`config.mk`:
```
export PLATFORM = sky130hd
export DESIGN_NAME = multiword_cla_adder_seq_flat
export DESIGN_NICKNAME = d
export VERILOG_FILES = /design/src/rtl/multiword_cla_adder_seq_pkg.sv /design/src/rtl/multiword_cla_adder_seq_if.sv /design/src/rtl/carry_lookahead_adder_64.sv /design/src/rtl/multiword_cla_adder_seq.sv /design/src/flat_wrapper.sv
export SDC_FILE = /design/constraint.sdc
export NUM_CORES = 1
export LEC_CHECK = 0
export CORE_MARGIN = 10
export CORE_UTILIZATION = 40
export DETAILED_ROUTE_END_ITERATION = 16
export PLACE_DENSITY = 0.73
export SETUP_SLACK_MARGIN = 0.2
export SLEW_MARGIN = 15
export SYNTH_ARGS = -nofsm -noshare
export SYNTH_HDL_FRONTEND = slang
export SYNTH_HIERARCHICAL = 1
export SYNTH_SLANG_ARGS = --single-unit
```
`constraint.sdc`:
```
create_clock -name clk -period 4.2 [get_ports clk]
set_clock_uncertainty 0.05 [all_clocks]
set_input_delay 0.42 -clock clk [delete_from_list [all_inputs] [get_ports clk]]
set_output_delay 0.42 -clock clk [all_outputs]
set_load 0.01 [all_outputs]
```
`src/rtl/multiword_cla_adder_seq_pkg.sv`:
```
// Shared definitions for the multi-word streaming adder.
//   WORD_W  : width of one operand/sum word (matches carry_lookahead_adder_64)
//   state_e : operation state (IDLE between operations, RUN inside one)
// Optional feature macro: MULTIWORD_CLA_ADDER_SEQ_SUB_EN (see top module).
package multiword_adder_pkg;
    localparam int WORD_W = 64;

    typedef enum logic {
        IDLE = 1'b0,
        RUN  = 1'b1
    } state_e;
endpackage

```
`src/rtl/multiword_cla_adder_seq_if.sv`:
```
// Beat-level handshake bundle for multiword_cla_adder_seq.
//   in_valid/in_ready/in_first/in_last/a/b/cin : operand stream (LS word first)
//   out_valid/out_ready/sum/out_last/cout       : sum stream, one entry deep
//   err                                         : one-cycle protocol-error pulse
//   op_sub                                      : only with MULTIWORD_CLA_ADDER_SEQ_SUB_EN
// slave = the adder, master = producer/consumer side.
interface multiword_cla_adder_seq_if;
    import multiword_adder_pkg::*;

    logic              in_valid;
    logic              in_ready;
    logic              in_first;
    logic              in_last;
    logic [WORD_W-1:0] a;
    logic [WORD_W-1:0] b;
    logic              cin;
    logic              out_valid;
    logic              out_ready;
    logic [WORD_W-1:0] sum;
    logic              out_last;
    logic              cout;
    logic              err;
`ifdef MULTIWORD_CLA_ADDER_SEQ_SUB_EN
    logic              op_sub;

    modport slave (
        input  in_valid, in_first, in_last, a, b, cin, out_ready, op_sub,
        output in_ready, out_valid, sum, out_last, cout, err
    );
    modport master (
        output in_valid, in_first, in_last, a, b, cin, out_ready, op_sub,
        input  in_ready, out_valid, sum, out_last, cout, err
    );
`else
    modport slave (
        input  in_valid, in_first, in_last, a, b, cin, out_ready,
        output in_ready, out_valid, sum, out_last, cout, err
    );
    modport master (
        output in_valid, in_first, in_last, a, b, cin, out_ready,
        input  in_ready, out_valid, sum, out_last, cout, err
    );
`endif
endinterface

```
`src/rtl/carry_lookahead_adder_64.sv`:
```
// 64-bit combinational adder: 4-bit lookahead groups, group carries chained.
//   a, b : operands      cin  : carry-in
//   sum  : a+b+cin mod 2^64   cout : carry-out
module carry_lookahead_adder_64 (
    input  logic [63:0] a,
    input  logic [63:0] b,
    input  logic        cin,
    output logic [63:0] sum,
    output logic        cout
);
    logic [63:0] p;
    logic [63:0] g;
    logic [15:0] grp_p;
    logic [15:0] grp_g;

    always_comb begin
        p = a ^ b;
        g = a & b;
        for (int k = 0; k < 16; k++) begin
            grp_p[k] = &p[4*k +: 4];
            grp_g[k] = g[4*k+3]
                     | (p[4*k+3] & g[4*k+2])
                     | (p[4*k+3] & p[4*k+2] & g[4*k+1])
                     | (p[4*k+3] & p[4*k+2] & p[4*k+1] & g[4*k]);
        end
    end

    // Local running carries keep the chain free of self-referencing signals.
    always_comb begin
        logic cg;
        logic cb;
        sum = '0;
        cg  = cin;
        for (int k = 0; k < 16; k++) begin
            cb = cg;
            for (int i = 0; i < 4; i++) begin
                sum[4*k+i] = p[4*k+i] ^ cb;
                cb = g[4*k+i] | (p[4*k+i] & cb);
            end
            cg = grp_g[k] | (grp_p[k] & cg);
        end
        cout = cg;
    end
endmodule

```
`src/rtl/multiword_cla_adder_seq.sv`:
```
// Streams N x 64-bit operands one word per beat (LS word first) through a
// single carry_lookahead_adder_64, chaining the carry in a register.
//   clk, rst : clock, synchronous active-high reset
//   bus      : multiword_cla_adder_seq_if.slave (operand in, sum out, err)
// Parameter MAX_WORDS bounds an operation; the beat reaching it without
// in_last is forced out as the last word and flagged with err.
// Macro MULTIWORD_CLA_ADDER_SEQ_SUB_EN adds op_sub (A - B via A + ~B + 1).
//
// state | meaning
// IDLE  | no operation open; only in_first beats are accepted as data
// RUN   | operation open; carry_q holds carry into the next word
module multiword_cla_adder_seq
    import multiword_adder_pkg::*;
#(
    parameter int MAX_WORDS = 16
) (
    input  logic                        clk,
    input  logic                        rst,
    multiword_cla_adder_seq_if.slave    bus
);
    localparam int CNT_W = $clog2(MAX_WORDS + 1);
    localparam logic [CNT_W-1:0] MAX_CNT = CNT_W'(MAX_WORDS);

    state_e            state_q, state_d;
    logic              carry_q, carry_d;
    logic [CNT_W-1:0]  cnt_q, cnt_d;
    logic              out_valid_q, out_valid_d;
    logic [WORD_W-1:0] sum_q, sum_d;
    logic              out_last_q, out_last_d;
    logic              cout_q, cout_d;
    logic              err_q, err_d;

    logic              in_ready;
    logic              accept;
    logic              take;
    logic [CNT_W-1:0]  cnt_inc;
    logic [WORD_W-1:0] add_b;
    logic              add_cin;
    logic [WORD_W-1:0] add_sum;
    logic              add_cout;

`ifdef MULTIWORD_CLA_ADDER_SEQ_SUB_EN
    logic              sub_q, sub_d;

    // Subtract is A + ~B + 1; the mode is latched from the first beat.
    always_comb begin
        logic sub_now;
        sub_now = bus.in_first ? bus.op_sub : sub_q;
        add_b   = sub_now ? ~bus.b : bus.b;
        add_cin = bus.in_first ? (bus.op_sub | bus.cin) : carry_q;
    end
`else
    always_comb begin
        add_b   = bus.b;
        add_cin = bus.in_first ? bus.cin : carry_q;
    end
`endif

    carry_lookahead_adder_64 u_cla (
        .a    (bus.a),
        .b    (add_b),
        .cin  (add_cin),
        .sum  (add_sum),
        .cout (add_cout)
    );

    assign in_ready = !out_valid_q || bus.out_ready;
    assign accept   = bus.in_valid && in_ready;

    always_comb begin
        state_d     = state_q;
        carry_d     = carry_q;
        cnt_d       = cnt_q;
        out_valid_d = out_valid_q && !bus.out_ready;
        sum_d       = sum_q;
        out_last_d  = out_last_q;
        cout_d      = cout_q;
        err_d       = 1'b0;
        take        = 1'b0;
        cnt_inc     = '0;
`ifdef MULTIWORD_CLA_ADDER_SEQ_SUB_EN
        sub_d       = sub_q;
`endif
        if (accept) begin
            if (bus.in_first) begin
                // A first beat inside RUN abandons the open operation.
                take    = 1'b1;
                cnt_inc = CNT_W'(1);
                err_d   = (state_q == RUN);
`ifdef MULTIWORD_CLA_ADDER_SEQ_SUB_EN
                sub_d   = bus.op_sub;
`endif
            end else if (state_q == RUN) begin
                take    = 1'b1;
                cnt_inc = cnt_q + 1'b1;
            end else begin
                err_d   = 1'b1;
            end

            if (take) begin
                out_valid_d = 1'b1;
                sum_d       = add_sum;
                carry_d     = add_cout;
                if (bus.in_last || cnt_inc == MAX_CNT) begin
                    out_last_d = 1'b1;
                    cout_d     = add_cout;
                    state_d    = IDLE;
                    cnt_d      = '0;
                    if (!bus.in_last) err_d = 1'b1;
                end else begin
                    out_last_d = 1'b0;
                    cout_d     = 1'b0;
                    state_d    = RUN;
                    cnt_d      = cnt_inc;
                end
            end
        end
    end

    always_ff @(posedge clk) begin
        if (rst) begin
            state_q     <= IDLE;
            carry_q     <= 1'b0;
            cnt_q       <= '0;
            out_valid_q <= 1'b0;
            sum_q       <= '0;
            out_last_q  <= 1'b0;
            cout_q      <= 1'b0;
            err_q       <= 1'b0;
`ifdef MULTIWORD_CLA_ADDER_SEQ_SUB_EN
            sub_q       <= 1'b0;
`endif
        end else begin
            state_q     <= state_d;
            carry_q     <= carry_d;
            cnt_q       <= cnt_d;
            out_valid_q <= out_valid_d;
            sum_q       <= sum_d;
            out_last_q  <= out_last_d;
            cout_q      <= cout_d;
            err_q       <= err_d;
`ifdef MULTIWORD_CLA_ADDER_SEQ_SUB_EN
            sub_q       <= sub_d;
`endif
        end
    end

    assign bus.in_ready  = in_ready;
    assign bus.out_valid = out_valid_q;
    assign bus.sum       = sum_q;
    assign bus.out_last  = out_last_q;
    assign bus.cout      = cout_q;
    assign bus.err       = err_q;
endmodule

```
`src/flat_wrapper.sv`:
```
// flat-port wrapper written by rule: the top's interface ports become plain ports
module multiword_cla_adder_seq_flat import multiword_adder_pkg::*;
#(
    parameter int MAX_WORDS = 16
)
  (clk, rst, bus_in_valid, bus_in_first, bus_in_last, bus_a, bus_b, bus_cin, bus_out_ready, bus_in_ready, bus_out_valid, bus_sum, bus_out_last, bus_cout, bus_err);
  multiword_cla_adder_seq_if bus_i ();
  input  logic clk;
  input  logic rst;
  input wire logic [$bits(bus_i.in_valid)-1:0] bus_in_valid;
  input wire logic [$bits(bus_i.in_first)-1:0] bus_in_first;
  input wire logic [$bits(bus_i.in_last)-1:0] bus_in_last;
  input wire logic [$bits(bus_i.a)-1:0] bus_a;
  input wire logic [$bits(bus_i.b)-1:0] bus_b;
  input wire logic [$bits(bus_i.cin)-1:0] bus_cin;
  input wire logic [$bits(bus_i.out_ready)-1:0] bus_out_ready;
  output wire logic [$bits(bus_i.in_ready)-1:0] bus_in_ready;
  output wire logic [$bits(bus_i.out_valid)-1:0] bus_out_valid;
  output wire logic [$bits(bus_i.sum)-1:0] bus_sum;
  output wire logic [$bits(bus_i.out_last)-1:0] bus_out_last;
  output wire logic [$bits(bus_i.cout)-1:0] bus_cout;
  output wire logic [$bits(bus_i.err)-1:0] bus_err;
  assign bus_i.in_valid = bus_in_valid;
  assign bus_i.in_first = bus_in_first;
  assign bus_i.in_last = bus_in_last;
  assign bus_i.a = bus_a;
  assign bus_i.b = bus_b;
  assign bus_i.cin = bus_cin;
  assign bus_i.out_ready = bus_out_ready;
  assign bus_in_ready = bus_i.in_ready;
  assign bus_out_valid = bus_i.out_valid;
  assign bus_sum = bus_i.sum;
  assign bus_out_last = bus_i.out_last;
  assign bus_cout = bus_i.cout;
  assign bus_err = bus_i.err;
  multiword_cla_adder_seq #(.MAX_WORDS(MAX_WORDS)) u_core (.clk(clk), .rst(rst), .bus(bus_i));
endmodule
```
== Word-level counts from Yosys, hierarchy flattened ==
Index checks and enable logic that the tools add are counted.
Storage, ports and cells
  word-level logic and storage cells: 375
  output and inout port bits: 69
  register bits after elaboration: 75
Operators by class
  equal/unequal tests: 1
  muxes and demuxes: 18
  reductions and logical operators: 24
  add/sub/neg operators: 1
  bitwise operators: 323
Operators by type and width (count)
  bitwise AND 1 bit: 144
  OR 1 bit: 112
  bitwise AND 64 bit: 1
  AND reduction 4 bit: 16
  XOR 1 bit: 64
  XOR 64 bit: 1
  two-way mux 5 bit: 4
  two-way mux 1 bit: 14
  adder 5 x 1 -> 5 bit (second input constant): 1
  equality test 5 bit (second input constant): 1
  logical AND 1 bit: 2
  zero test 1 bit: 2
  logical OR 1 bit: 2
  AND reduction 2 bit: 1
  OR reduction 2 bit: 1
  NOT 1 bit: 1

== Depth between registers and ports, before layout ==
  word-level depth: 41
  depth in mapped cells: 15

== Cells and area by module ==
The synthesis kept the hierarchy.
Modules (own cells, without submodules)
  multiword_cla_adder_seq: cells an instance 349, area an instance 2802.7 µm², times used 1, seq. area each 1501.4 µm²
  carry_lookahead_adder_64: cells an instance 262, area an instance 2722.6 µm², times used 1, seq. area each 0.0 µm²

== Worst setup path before layout ==
No wires, ideal clock.
  kind: input-to-reg
  start: input bus_a[29]
  end: register u_core.sum_q[51], in the netlist u_core/bus.sum[51]
  library setup time: 132 ps
  setup slack: 726 ps
  data required time: 4018 ps
  data arrival time: 3292 ps
  path buffers: 0
  cell stages on the path: 15
  cells stage by stage: ha_1 > a21o_1 > a21o_1 > a221oi_2 > o21ai_1 > nor3_2 > nand2_2 > a21oi_2 > o21bai_1 > fa_1 > fa_1 > fa_1 > xor2_1 > nand2_1 > a21oi_1
Between the ends
  cells in the longest elaborated chain, start to end: 20
  elaborated cells between the ends (all ways): 25
  classes of those cells: 24 x bitwise; 1 x reduce/logical
RTL lines
  start, declared: line flat_wrapper.sv:13  | input wire logic [$bits(bus_i.a)-1:0] bus_a;
  bitwise AND 64 bit or XOR 64 bit (tied branches): line carry_lookahead_adder_64.sv:18, carry_lookahead_adder_64.sv:17
  bitwise AND 1 bit (on tied branches): line carry_lookahead_adder_64.sv:23, carry_lookahead_adder_64.sv:24
  OR 1 bit or bitwise AND 1 bit (tied branches): line carry_lookahead_adder_64.sv:23, carry_lookahead_adder_64.sv:24
  OR 1 bit: line carry_lookahead_adder_64.sv:24  | | (p[4*k+3] & p[4*k+2] & p[4*k+1] & g[4*k]);
  OR 1 bit (*): line carry_lookahead_adder_64.sv:40  | cg = grp_g[k] | (grp_p[k] & cg);
  bitwise AND 1 bit (*): line carry_lookahead_adder_64.sv:40
  OR 1 bit (*): line carry_lookahead_adder_64.sv:40
  bitwise AND 1 bit (*): line carry_lookahead_adder_64.sv:40
  [... 5 more ...]
  bitwise AND 1 bit (*): line carry_lookahead_adder_64.sv:38  | cb = g[4*k+i] | (p[4*k+i] & cb);
  OR 1 bit (*): line carry_lookahead_adder_64.sv:38
  bitwise AND 1 bit (*): line carry_lookahead_adder_64.sv:38
  OR 1 bit (*): line carry_lookahead_adder_64.sv:38
  bitwise AND 1 bit (*): line carry_lookahead_adder_64.sv:38
  OR 1 bit (*): line carry_lookahead_adder_64.sv:38
  XOR 1 bit (*): line carry_lookahead_adder_64.sv:37  | sum[4*k+i] = p[4*k+i] ^ cb;
  via u_core.add_sum[51]: line multiword_cla_adder_seq.sv:39  | logic [WORD_W-1:0] add_sum;
  end signal, assigned: line multiword_cla_adder_seq.sv:138  | sum_q <= sum_d;
  end, declared: line multiword_cla_adder_seq.sv:28  | logic [WORD_W-1:0] sum_q, sum_d;
Mark *: on every way through the listed nets, which the timed path passes. The rest lies on a longest branch.
A chain may end at the register's enable or synchronous reset.

== Final worst setup path ==
  start: input bus_b[29]
  end: register u_core.sum_q[55], in the netlist u_core/bus.sum[55]
Between the ends
  cells in the longest elaborated chain, start to end: 22
  elaborated cells between the ends (all ways): 27
  classes of those cells: 26 x bitwise; 1 x reduce/logical
RTL lines
  start, declared: line flat_wrapper.sv:14  | input wire logic [$bits(bus_i.b)-1:0] bus_b;
  bitwise AND 64 bit or XOR 64 bit (tied branches): line carry_lookahead_adder_64.sv:18, carry_lookahead_adder_64.sv:17
  bitwise AND 1 bit (on tied branches): line carry_lookahead_adder_64.sv:23, carry_lookahead_adder_64.sv:24
  OR 1 bit or bitwise AND 1 bit (tied branches): line carry_lookahead_adder_64.sv:23, carry_lookahead_adder_64.sv:24
  OR 1 bit: line carry_lookahead_adder_64.sv:24
  OR 1 bit (*): line carry_lookahead_adder_64.sv:40
  bitwise AND 1 bit (*): line carry_lookahead_adder_64.sv:40
  OR 1 bit (*): line carry_lookahead_adder_64.sv:40
  bitwise AND 1 bit (*): line carry_lookahead_adder_64.sv:40
  [... 7 more ...]
  bitwise AND 1 bit (*): line carry_lookahead_adder_64.sv:38
  OR 1 bit (*): line carry_lookahead_adder_64.sv:38
  bitwise AND 1 bit (*): line carry_lookahead_adder_64.sv:38
  OR 1 bit (*): line carry_lookahead_adder_64.sv:38
  bitwise AND 1 bit (*): line carry_lookahead_adder_64.sv:38
  OR 1 bit (*): line carry_lookahead_adder_64.sv:38
  XOR 1 bit (*): line carry_lookahead_adder_64.sv:37
  via u_core.add_sum[55]: line multiword_cla_adder_seq.sv:39
Marks and branches as above.

==> results.sh <==
export IMPL_outcome="finished, final reports clean"
export IMPL_num_antenna_cells=0
export IMPL_hold_buffers=0
export IMPL_post_synth_and_or_nand_nor_area_fraction_pct=18.84
export IMPL_first_global_vias=5450
export IMPL_ys_warnings_count=6
export IMPL_num_nets_final=1074
export IMPL_post_synth_xor_area_fraction_pct=2.853
export IMPL_max_clock_freq_mhz=259.7
export IMPL_critPathLaunchType="primary input"
export IMPL_synth_area_um2=5525
export IMPL_syn_to_final_growth_pct=48.57
export IMPL_critical_path_max_stage_delay_ns=0.43
export IMPL_first_iter_violations=232
export IMPL_synth_top_cells_by_area="sky130_fd_sc_hd__dfxtp_1 27%, sky130_fd_sc_hd__fa_1 17%, sky130_fd_sc_hd__ha_1 15%"
export IMPL_rows=42
export IMPL_cts_tree="done"
export IMPL_clk_pin_slew_ns=0.06
export IMPL_synth_distinct_cells=53
export IMPL_finalHoldViolations=0
export IMPL_setup_tns_ns=0
export IMPL_ctsRootBufferMaster="sky130_fd_sc_hd__clkbuf_16"
export IMPL_total_routed_length_um=17170
export IMPL_synthesized_area_fraction_occupied_by_adder_cells_pct=32.34
export IMPL_ys_top_cells_by_count="150 x sky130_fd_sc_hd__nand2_1, 94 x sky130_fd_sc_hd__a21oi_1, 75 x sky130_fd_sc_hd__dfxtp_1"
export IMPL_max_slew_margin_pct=35.02
export IMPL_cts_htree_levels=3
export IMPL_largest_family_of_logic_cells_by_synthesized_area="adder cells"
export IMPL_ys_seq_area_share_pct=27.17
export IMPL_worstSetupEndpointType="flop"
export IMPL_post_drt_wl_per_cell_um=17.11
export IMPL_number_of_antenna_violations_at_the_first_check_in_global_routing=0
export IMPL_rsz0062_at_grt="no"
export IMPL_final_layout_size_suffix_gt1_share_pct=10.14
export IMPL_synth_ff_latch_count=75
export IMPL_p_leak_nw=3.236
export IMPL_floorplan_initialDensity_pct=41.23
export IMPL_overflow=0
export IMPL_synthesis_area_per_instance_um2=9.043
export IMPL_compound_cell_area_share_of_the_yosys_netlist_pct=15.90
export IMPL_cts_made_buffers=9
export IMPL_cp_data_arrival_time_ns=4.05
export IMPL_synth_edff_count=0
export IMPL_horizontal_die_dimension_um=137.5
export IMPL_critical_path_slowest_cell="sky130_fd_sc_hd__clkdlybuf4s50_1"
export IMPL_timing_critical_path_required_ns=4.40
export IMPL_antenna_nets_post_route=0
export IMPL_timing_hold_worst_class="reg2reg"
export IMPL_p_per_area_nw_per_um2=279.2
export IMPL_gp_congestion=0.8471
export IMPL_worst_margin_pin_slew_ns=0.9748
export IMPL_die_h_um=137.5
export IMPL_synth_top_area_share_pct=27.17
export IMPL_grt_usage_pct=17.57
export IMPL_post_route_min_period_ns=3.851
export IMPL_detailedPlacementHpwl_um=14060
export IMPL_top_level_ports=204
export IMPL_yosys_cell_count_top_type="sky130_fd_sc_hd__nand2_1"
export IMPL_timing_critical_path_max_delay_family="adder cells"
export IMPL_dr_pass1_iterations=4
export IMPL_criticalPathCategory="in2reg"
export IMPL_placeable_core_region_um2=13400
export IMPL_maxCapViolations=0
export IMPL_die_area_um2=18910
export IMPL_synth_async_reset_ratio_pct=0
export IMPL_muxShareOfSynthArea_pct=0.2038
export IMPL_power_ir_vdd_worst_v=0.0001749
export IMPL_detailroute_via_count=5152
export IMPL_buffer_ports_inserted=203
export IMPL_postLayoutSetupSlackWorst_ns=0.3491
export IMPL_crit_path_cell_trace="clkdlybuf4s50_1, ha_1, a21o_1, a21o_1, a221oi_2, o21ai_2, nor3_2, nand2_2, nand2_2, o31ai_2, fa_1, fa_1, fa_1, xor2_1, nand2_1, a21oi_1"
export IMPL_dp_worst_setup_slack_ns=-0.07741
export IMPL_cpMostUsedCell="sky130_fd_sc_hd__fa_1"
export IMPL_drv_slew=0
export IMPL_grt_first_pass_wirelength_um=26740
export IMPL_synth_net_count=860
export IMPL_finalCritPeriodShare_pct=91.69
export IMPL_critical_path_n_buffers_inverters=1
export IMPL_clock_latency_of_the_later_clocked_register_in_the_worst_skew_pair_ns=0.32
export IMPL_route_detailed_vias_per_inst=5.131
export IMPL_finalSetupViolations=0
export IMPL_cts_max_path_buffers=2
export IMPL_ys_flop_type="sky130_fd_sc_hd__dfxtp_1"
export IMPL_num_clock_sinks=75
export IMPL_drc=0
export IMPL_yosysTopAreaCell="sky130_fd_sc_hd__dfxtp_1"
export IMPL_maximum_number_of_pins_on_one_net_before_global_route_repair=53
export IMPL_post_synth_inst_count=611
export IMPL_critical_path_maximum_fanout=3
==> worst reg2reg max path, cell delays in order (launching register included) <==
cell and delay, ns:
sky130_fd_sc_hd__dfxtp_1 0.32, sky130_fd_sc_hd__mux2_2 0.27, sky130_fd_sc_hd__a21oi_1 0.13, sky130_fd_sc_hd__nor2_1 0.08, sky130_fd_sc_hd__o31ai_2 0.24, sky130_fd_sc_hd__nand3_2 0.16, sky130_fd_sc_hd__o21ai_2 0.22, sky130_fd_sc_hd__nand2_2 0.12
sky130_fd_sc_hd__nand2_2 0.11, sky130_fd_sc_hd__o31ai_2 0.08, sky130_fd_sc_hd__fa_1 0.38, sky130_fd_sc_hd__fa_1 0.40, sky130_fd_sc_hd__fa_1 0.41, sky130_fd_sc_hd__xor2_1 0.18, sky130_fd_sc_hd__nand2_1 0.07, sky130_fd_sc_hd__a21oi_1 0.15
==> path summary, 6_finish.rpt <==
kind / from / end / slack, ns / depth (start not counted)
min: u_core/bus.sum[36] / u_core/bus.sum[36] / 0.40 / 2
min reg2reg: u_core/bus.sum[36] / u_core/bus.sum[36] / 0.40 / 2
max reg2reg: u_core/carry_q / u_core/bus.sum[55] / 0.75 / 15
max: bus_b[29] / u_core/bus.sum[55] / 0.35 / 16
==> layout make-up <==
type / instances / area, um2
clock inverter: 2 / 12.51
fill: 1149 / 5191
inverter: 15 / 56.30
multi-input combinational: 497 / 3953
clock buffer: 12 / 256.5
tap: 176 / 220.2
sequential: 75 / 1501
timing repair buffer: 227 / 2210
==> cells by family (layout without fill, tap and decap cells) <==
kind of cell | Yosys count | in the layout
simple gates | 218 | 218
compound gates | 146 | 146
fa+ha+maj | 114 | 114
flops | 75 | 75
buf+inv | 39 | 256
xor+xnor | 18 | 18
mux | 1 | 1
==> sequential cells by signal, indices dropped and copies added, names as in the netlist <==
signal and cells:
u_core/bus.sum 64, u_core/cnt_q 5, u_core/bus.cout 1, u_core/bus.err 1, u_core/bus.out_last 1, u_core/bus.out_valid 1
u_core/carry_q 1, u_core/state_q 1
==> stage by stage <==
stage	area [um2]	hold slack, ns	power (mW)	std cells	utilization (%)
CTS	8122	0.4038	2.301	1002	60.61
global placement	7853	0.3919	1.559	988	58.60
floorplan	5525	0.3838	1.191	611	-
detailed placement	7853	0.3959	1.585	988	58.60
finish	8209	0.4018	2.292	1004	61.26
global route	8209	0.4163	2.440	1004	61.26
==> cell usage in the layout, fill, tap and decap left out, drive strengths merged, types with 2 or more instances in the layout <==
master,n
clkdlybuf4s50,201
a221oi,3
a21o,7
nor4,2
nor3b,3
xor2,17
inv,15
nand2,152
nand3b,4
buf,25
nand2b,2
nor2b,2
a31oi,3
nand4,14
nor3,6
or3,3
o31ai,4
o21ai,17
dfxtp,75
clkbuf,12
nor2,19
o21bai,3
nand3,5
ha,66
a211oi,5
a21oi,97
fa,48
==> metal layers <==
| layer | GRT usage [%] | share of wire, % |
|---|---|---|
| met5 | 0 | 0 |
| met4 | 5.679 | 1.9 |
| met3 | 4.079 | 6.2 |
| met2 | 32.06 | 53 |
| met1 | 19.58 | 39 |
==> where the power goes <==
| part | switching (mW) | total [mW] | leakage, nW | internal (mW) |
|---|---|---|---|---|
| clock network | 0.282 | 0.707 | 0.131 | 0.425 |
| logic | 0.378 | 0.788 | 2.49 | 0.409 |
| registers | 0.0307 | 0.798 | 0.613 | 0.767 |
| total | 0.691 | 2.29 | 3.24 | 1.60 |
==> repair_timing <==
item,CTS,global route
gates resized for setup,0,19
endpoints found under the setup margin,0,13
endpoints found under the hold margin,0,0
buffers inserted,0,2
(Power assumes the default switching activity.)
